--- src/rtl/scan_ctrl_pkg.sv ---
// Shared types and helpers for the scan chain controller.
package scan_ctrl_pkg;

  typedef enum logic [2:0] {
    ST_IDLE    = 3'd0,
    ST_LOAD    = 3'd1,
    ST_CAPTURE = 3'd2,
    ST_UNLOAD  = 3'd3,
    ST_DONE    = 3'd4
  } state_e;

  // Width of a down-counter that must hold values up to depth.
  function automatic int unsigned cnt_width(input int unsigned depth);
    return unsigned'($clog2(depth + 1));
  endfunction

endpackage

--- src/rtl/scan_shift_reg.sv ---
// Left-shifting register with parallel load; serial out is the MSB.
module scan_shift_reg #(
  parameter int unsigned WIDTH = 8
) (
  input  logic             clk,
  input  logic             rst_n,
  input  logic             load,
  input  logic [WIDTH-1:0] load_val,
  input  logic             shift_en,
  input  logic             sin,
  output logic [WIDTH-1:0] q,
  output logic             sout
);

  // Parallel load wins over shifting.
  always_ff @(posedge clk or negedge rst_n) begin
    if (!rst_n) begin
      q <= '0;
    end else if (load) begin
      q <= load_val;
    end else if (shift_en) begin
      q <= {q[WIDTH-2:0], sin};
    end
  end

  assign sout = q[WIDTH-1];

endmodule

--- src/rtl/scan_chain_ctrl.sv ---
// Scan chain sequencer: serial load, functional capture, serial unload.
// Optional response compare is enabled by defining SCAN_COMPARE_EN.
module scan_chain_ctrl
  import scan_ctrl_pkg::*;
#(
  parameter int unsigned CHAIN_LEN  = 8,
  parameter int unsigned CAP_CYCLES = 1
) (
  input  logic                 CK,
  input  logic                 RN,
  input  logic                 START,
  input  logic [CHAIN_LEN-1:0] PATTERN,
  input  logic                 SCAN_SO,
`ifdef SCAN_COMPARE_EN
  input  logic [CHAIN_LEN-1:0] EXPECT,
  output logic                 MISMATCH,
`endif
  output logic                 SCAN_SE,
  output logic                 SCAN_SI,
  output logic                 BUSY,
  output logic                 DONE,
  output logic [CHAIN_LEN-1:0] RESPONSE
);

  localparam int unsigned CW = cnt_width(CHAIN_LEN);

  state_e          state_q;
  state_e          state_d;
  logic [CW-1:0]   cnt_q;
  logic [CW-1:0]   cnt_d;
  logic            cnt_last;
  logic            accept;
  logic            se_d;
  logic            busy_d;
  logic            done_d;
  logic [CHAIN_LEN-1:0] pat_unused;
  logic            resp_sout_unused;

  assign cnt_last = (cnt_q == '0);
  assign accept   = (state_q == ST_IDLE) && START;

  // Next state, counter reload on every state entry, and next output values.
  always_comb begin
    state_d = state_q;
    cnt_d   = cnt_q;
    case (state_q)
      ST_IDLE: begin
        if (START) begin
          state_d = ST_LOAD;
          cnt_d   = CW'(CHAIN_LEN - 1);
        end
      end
      ST_LOAD: begin
        if (cnt_last) begin
          state_d = ST_CAPTURE;
          cnt_d   = CW'(CAP_CYCLES - 1);
        end else begin
          cnt_d = cnt_q - CW'(1);
        end
      end
      ST_CAPTURE: begin
        if (cnt_last) begin
          state_d = ST_UNLOAD;
          cnt_d   = CW'(CHAIN_LEN - 1);
        end else begin
          cnt_d = cnt_q - CW'(1);
        end
      end
      ST_UNLOAD: begin
        if (cnt_last) begin
          state_d = ST_DONE;
          cnt_d   = '0;
        end else begin
          cnt_d = cnt_q - CW'(1);
        end
      end
      ST_DONE: begin
        state_d = ST_IDLE;
        cnt_d   = '0;
      end
      default: begin
        state_d = ST_IDLE;
        cnt_d   = '0;
      end
    endcase
    se_d   = (state_d == ST_LOAD) || (state_d == ST_UNLOAD);
    busy_d = (state_d == ST_LOAD) || (state_d == ST_CAPTURE) || (state_d == ST_UNLOAD);
    done_d = (state_d == ST_DONE);
  end

  // State, counter and control outputs.
  always_ff @(posedge CK or negedge RN) begin
    if (!RN) begin
      state_q <= ST_IDLE;
      cnt_q   <= '0;
      SCAN_SE <= 1'b0;
      BUSY    <= 1'b0;
      DONE    <= 1'b0;
    end else begin
      state_q <= state_d;
      cnt_q   <= cnt_d;
      SCAN_SE <= se_d;
      BUSY    <= busy_d;
      DONE    <= done_d;
    end
  end

  // Pattern source: MSB drives SI; zero fill leaves SI low after LOAD.
  scan_shift_reg #(
    .WIDTH (CHAIN_LEN)
  ) u_pattern (
    .clk      (CK),
    .rst_n    (RN),
    .load     (accept),
    .load_val (PATTERN),
    .shift_en (state_q == ST_LOAD),
    .sin      (1'b0),
    .q        (pat_unused),
    .sout     (SCAN_SI)
  );

  // Response sink: cleared on accept, first SO sample ends up in the MSB.
  scan_shift_reg #(
    .WIDTH (CHAIN_LEN)
  ) u_response (
    .clk      (CK),
    .rst_n    (RN),
    .load     (accept),
    .load_val ('0),
    .shift_en (state_q == ST_UNLOAD),
    .sin      (SCAN_SO),
    .q        (RESPONSE),
    .sout     (resp_sout_unused)
  );

`ifdef SCAN_COMPARE_EN
  logic [CHAIN_LEN-1:0] expect_q;
  logic [CHAIN_LEN-1:0] resp_final;

  // Final response word as it will appear on entry to DONE.
  assign resp_final = {RESPONSE[CHAIN_LEN-2:0], SCAN_SO};

  // Latch expected word on accept; flag differences on entry to DONE.
  always_ff @(posedge CK or negedge RN) begin
    if (!RN) begin
      expect_q <= '0;
      MISMATCH <= 1'b0;
    end else if (accept) begin
      expect_q <= EXPECT;
      MISMATCH <= 1'b0;
    end else if ((state_q == ST_UNLOAD) && cnt_last) begin
      MISMATCH <= |(resp_final ^ expect_q);
    end
  end
`endif

endmodule
--- config.mk ---
export PLATFORM = sky130hd
export DESIGN_NAME = scan_chain_ctrl
export DESIGN_NICKNAME = d
export VERILOG_FILES = /design/src/rtl/scan_ctrl_pkg.sv /design/src/rtl/scan_shift_reg.sv /design/src/rtl/scan_chain_ctrl.sv
export SDC_FILE = /design/constraint.sdc
export NUM_CORES = 1
export LEC_CHECK = 0
export CAP_MARGIN = 5
export CORE_ASPECT_RATIO = 1.5
export CORE_MARGIN = 4
export CORE_UTILIZATION = 45
export DETAILED_ROUTE_END_ITERATION = 16
export PLACE_DENSITY = 0.76
export SETUP_SLACK_MARGIN = 0.4
export SLEW_MARGIN = 20
export SYNTH_ARGS = -nofsm -noshare
export SYNTH_HDL_FRONTEND = slang
export SYNTH_SLANG_ARGS = --single-unit
export TNS_END_PERCENT = 1
--- constraint.sdc ---
create_clock -name CK -period 4.85 [get_ports CK]
set_clock_uncertainty 0.2 [all_clocks]
set_input_delay 0.97 -clock CK [delete_from_list [all_inputs] [get_ports CK]]
set_output_delay 0.97 -clock CK [all_outputs]
set_load 0.02 [all_outputs]
==> results.sh <==
export IMPL_die_h_um=72.3
export IMPL_min_period_ns=2.85
export IMPL_drt_wl_total_um=2360
export IMPL_yosysUniqueCellTypes=35
export IMPL_antenna_found_initial=0
export IMPL_ctsHoldBuffers=0
export IMPL_ys_ff_latch=26
export IMPL_setup_viol=0
export IMPL_status="finished, final reports clean"
export IMPL_fin_crit_sh_pct=58.7
export IMPL_drc=0
export IMPL_ant_nets=0
export IMPL_arrival_ns=2.80
export IMPL_grt_first_pass_wirelength_um=4200
export IMPL_highest_layer="met4"
export IMPL_cts_buffers_inserted=3
export IMPL_maxCapViolations=0
export IMPL_drive_above_1_share_pct=7.14
export IMPL_grt_max_degree=27
export IMPL_first_global_vias=919
export IMPL_pwr_share_seq_pct=41.4
export IMPL_fin_setup_tns_ns=0
export IMPL_synth_top_area_share_pct=52.4
export IMPL_viasPerCell=5.29
export IMPL_yosys_warnings=0
export IMPL_power_internal_w=0.000574
export IMPL_end_kind="flip-flop"
export IMPL_clkPwrFrac_pct=12.6
export IMPL_netlist_top_cells_area="dfrtp_1, mux2i_1, a22o_1, nor2_1, a21o_1"
export IMPL_max_freq_ghz=0.351
export IMPL_post_drt_wl_per_cell_um=14.5
export IMPL_cts_htree_levels=1
export IMPL_swShare_pct=38.2
export IMPL_avgSynthCellArea_um2=11.8
export IMPL_ir_worst_vdd_uv=301
export IMPL_hold_violations=0
export IMPL_overflow=0
export IMPL_portBuffers=23
export IMPL_crit_fanout=18
export IMPL_start_util_pct=46.9
export IMPL_rsz0062_at_grt="false"
export IMPL_hold_path_class="reg2reg"
export IMPL_synth_seq_area_share_pct=52.4
export IMPL_cts_tree="built"
export IMPL_clk_pin_slew_ns=0.08
export IMPL_synth_largest_area_cell="dfrtp_1"
export IMPL_syn_area_um2=1240
export IMPL_power_density_nw_per_um2=612
export IMPL_start_kind="input port"
export IMPL_nets=142
export IMPL_drtIter0Drc=25
export IMPL_post_dp_hpwl_um=1760
export IMPL_core_area_um2=2650
export IMPL_syn_num_nets=119
export IMPL_path_class="in2reg"
export IMPL_dieWidth_um=50.9
export IMPL_comb_power_share_pct=46.0
export IMPL_leakagePower_nw=0.728
export IMPL_maxSlewHeadroom_pct=39.6
export IMPL_n_antenna_cell=0
export IMPL_met3_length_um=94
export IMPL_mostFrequentLayoutCells="dfrtp_1, clkdlybuf4s50_1, nor2_1, mux2i_1"
export IMPL_cts_root_buf="clkbuf_8"
export IMPL_wl_met2_um=1250
export IMPL_drv_slew=0
export IMPL_insertion_delay_ns=0.27
export IMPL_rows=23
export IMPL_p_sw_w=0.000355
export IMPL_track_usage_pct=15.1
export IMPL_clockBufferDepth=2
export IMPL_num_vias=863
export IMPL_ioPinCount=24
export IMPL_required_ns=4.81
export IMPL_die_area_um2=3680
export IMPL_cts_resized=0
export IMPL_synth_cells=105
export IMPL_r2r_setup_slack_ns=2.60
export IMPL_area_growth_pct=22.5
export IMPL_drt_met1_wl_um=980
export IMPL_place_gp_congestion=0.775
export IMPL_post_cts_setup_buffer_count=0
export IMPL_firstDrtPassIters=4
export IMPL_final_common_cell="dfrtp_1"
export IMPL_clock_sinks=26
export IMPL_hold_ws_ns=0.278
export IMPL_tightest_slew_ns=0.902
==> worst max-delay path, stage by stage <==
cell and delay (ns):
clkdlybuf4s50_1 0.59, nor4b_4 0.79, nor2_2 0.21, a22o_1 0.24
==> cell usage after synthesis <==
master / instances
dfrtp_1: 26
nor2_1: 15
mux2i_1: 9
a21o_1: 7
a22o_1: 7
buf_4: 4
a211oi_1: 3
ha_1: 2
inv_1: 2
nand2_1: 2
nor2b_1: 2
nor4_1: 2
or2_1: 2
a2111oi_2: 1
a21boi_0: 1
a21oi_1: 1
a221oi_1: 1
and4bb_1: 1
buf_2: 1
buf_6: 1
nand2b_1: 1
nand3b_1: 1
nor2_2: 1
nor3_1: 1
nor3b_1: 1
nor3b_4: 1
nor4b_4: 1
o211ai_1: 1
o21ai_0: 1
o21ai_1: 1
or3_1: 1
or3b_1: 1
or3b_4: 1
or4_1: 1
xnor2_1: 1
==> worst paths after layout <==
path / cells after the start / from / end
max: 4 / START / u_pattern.q[0]$_DFFE_PN0P_
min: 1 / u_pattern.q[2]$_DFFE_PN0P_ / u_pattern.q[2]$_DFFE_PN0P_
max reg2reg: 3 / state_q[1]$_DFF_PN0_ / u_pattern.q[0]$_DFFE_PN0P_
min reg2reg: 1 / u_pattern.q[2]$_DFFE_PN0P_ / u_pattern.q[2]$_DFFE_PN0P_
max in group asynchronous: 2 / RN / cnt_q[2]$_DFFE_PN0P_
min in group asynchronous: 2 / RN / cnt_q[3]$_DFFE_PN0P_
==> power groups by stage <==
stage / registers [W] / logic, W / clock network [W]
after global routing: 0.000401 / 0.000480 / 0.000131
after CTS: 0.000385 / 0.000434 / 0.000121
final: 0.000385 / 0.000428 / 0.000117
after floorplan: 0.000393 / 0.000305 / 0
after detailed placement: 0.000389 / 0.000432 / 0
after global placement: 0.000385 / 0.000416 / 0
==> sequential cells by signal (all words and copies together), names as in the netlist <==
register / flops
BUSY: 1
DONE: 1
SCAN_SE: 1
cnt_q: 4
state_q: 3
u_pattern.q: 8
u_response.q: 8
==> cells by family (layout without fill, tap and decap cells) <==
family,after synthesis,count (layout),synth area share [%]
adder cells (fa/ha/maj),2,2,2.02
multiplexers,9,9,7.26
flip-flops,26,26,52.4
AND/OR/NAND/NOR,35,35,17.9
AO/OA/AOI/OAI,24,24,15.3
XOR/XNOR,1,1,0.706
buffers and inverters,8,29,4.33
==> cell type report <==
type                    count  area [um2]
inverters                   2        7.51
multi-input cells          71         537
repair buffers             24         238
well taps                  37        46.3
flip-flops and latches     26         651
fillers                   251        1130
clock buffers               3        41.3
==> layer usage <==
metal  GRT usage (%)  vias to the layer above
met2            25.7                       14
met4            6.29                        0
met3            3.70                        5
met5               0                        -
li1                -                      419
met1            18.1                      425
==> through the flow <==
stage          setup slack (ns)  std cells  power, W  cell area, um2  utilization, %
2_1_floorplan              2.88        105  0.000698            1240               -
3_3_place_gp               1.81        160  0.000802            1480            55.9
3_5_place_dp               1.73        160  0.000821            1480            55.9
4_1_cts                    2.01        163  0.000940            1520            57.4
5_1_grt                    1.83        163   0.00101            1520            57.4
6_report                   2.00        163  0.000930            1520            57.4
Power figures use the tool's default switching activity.
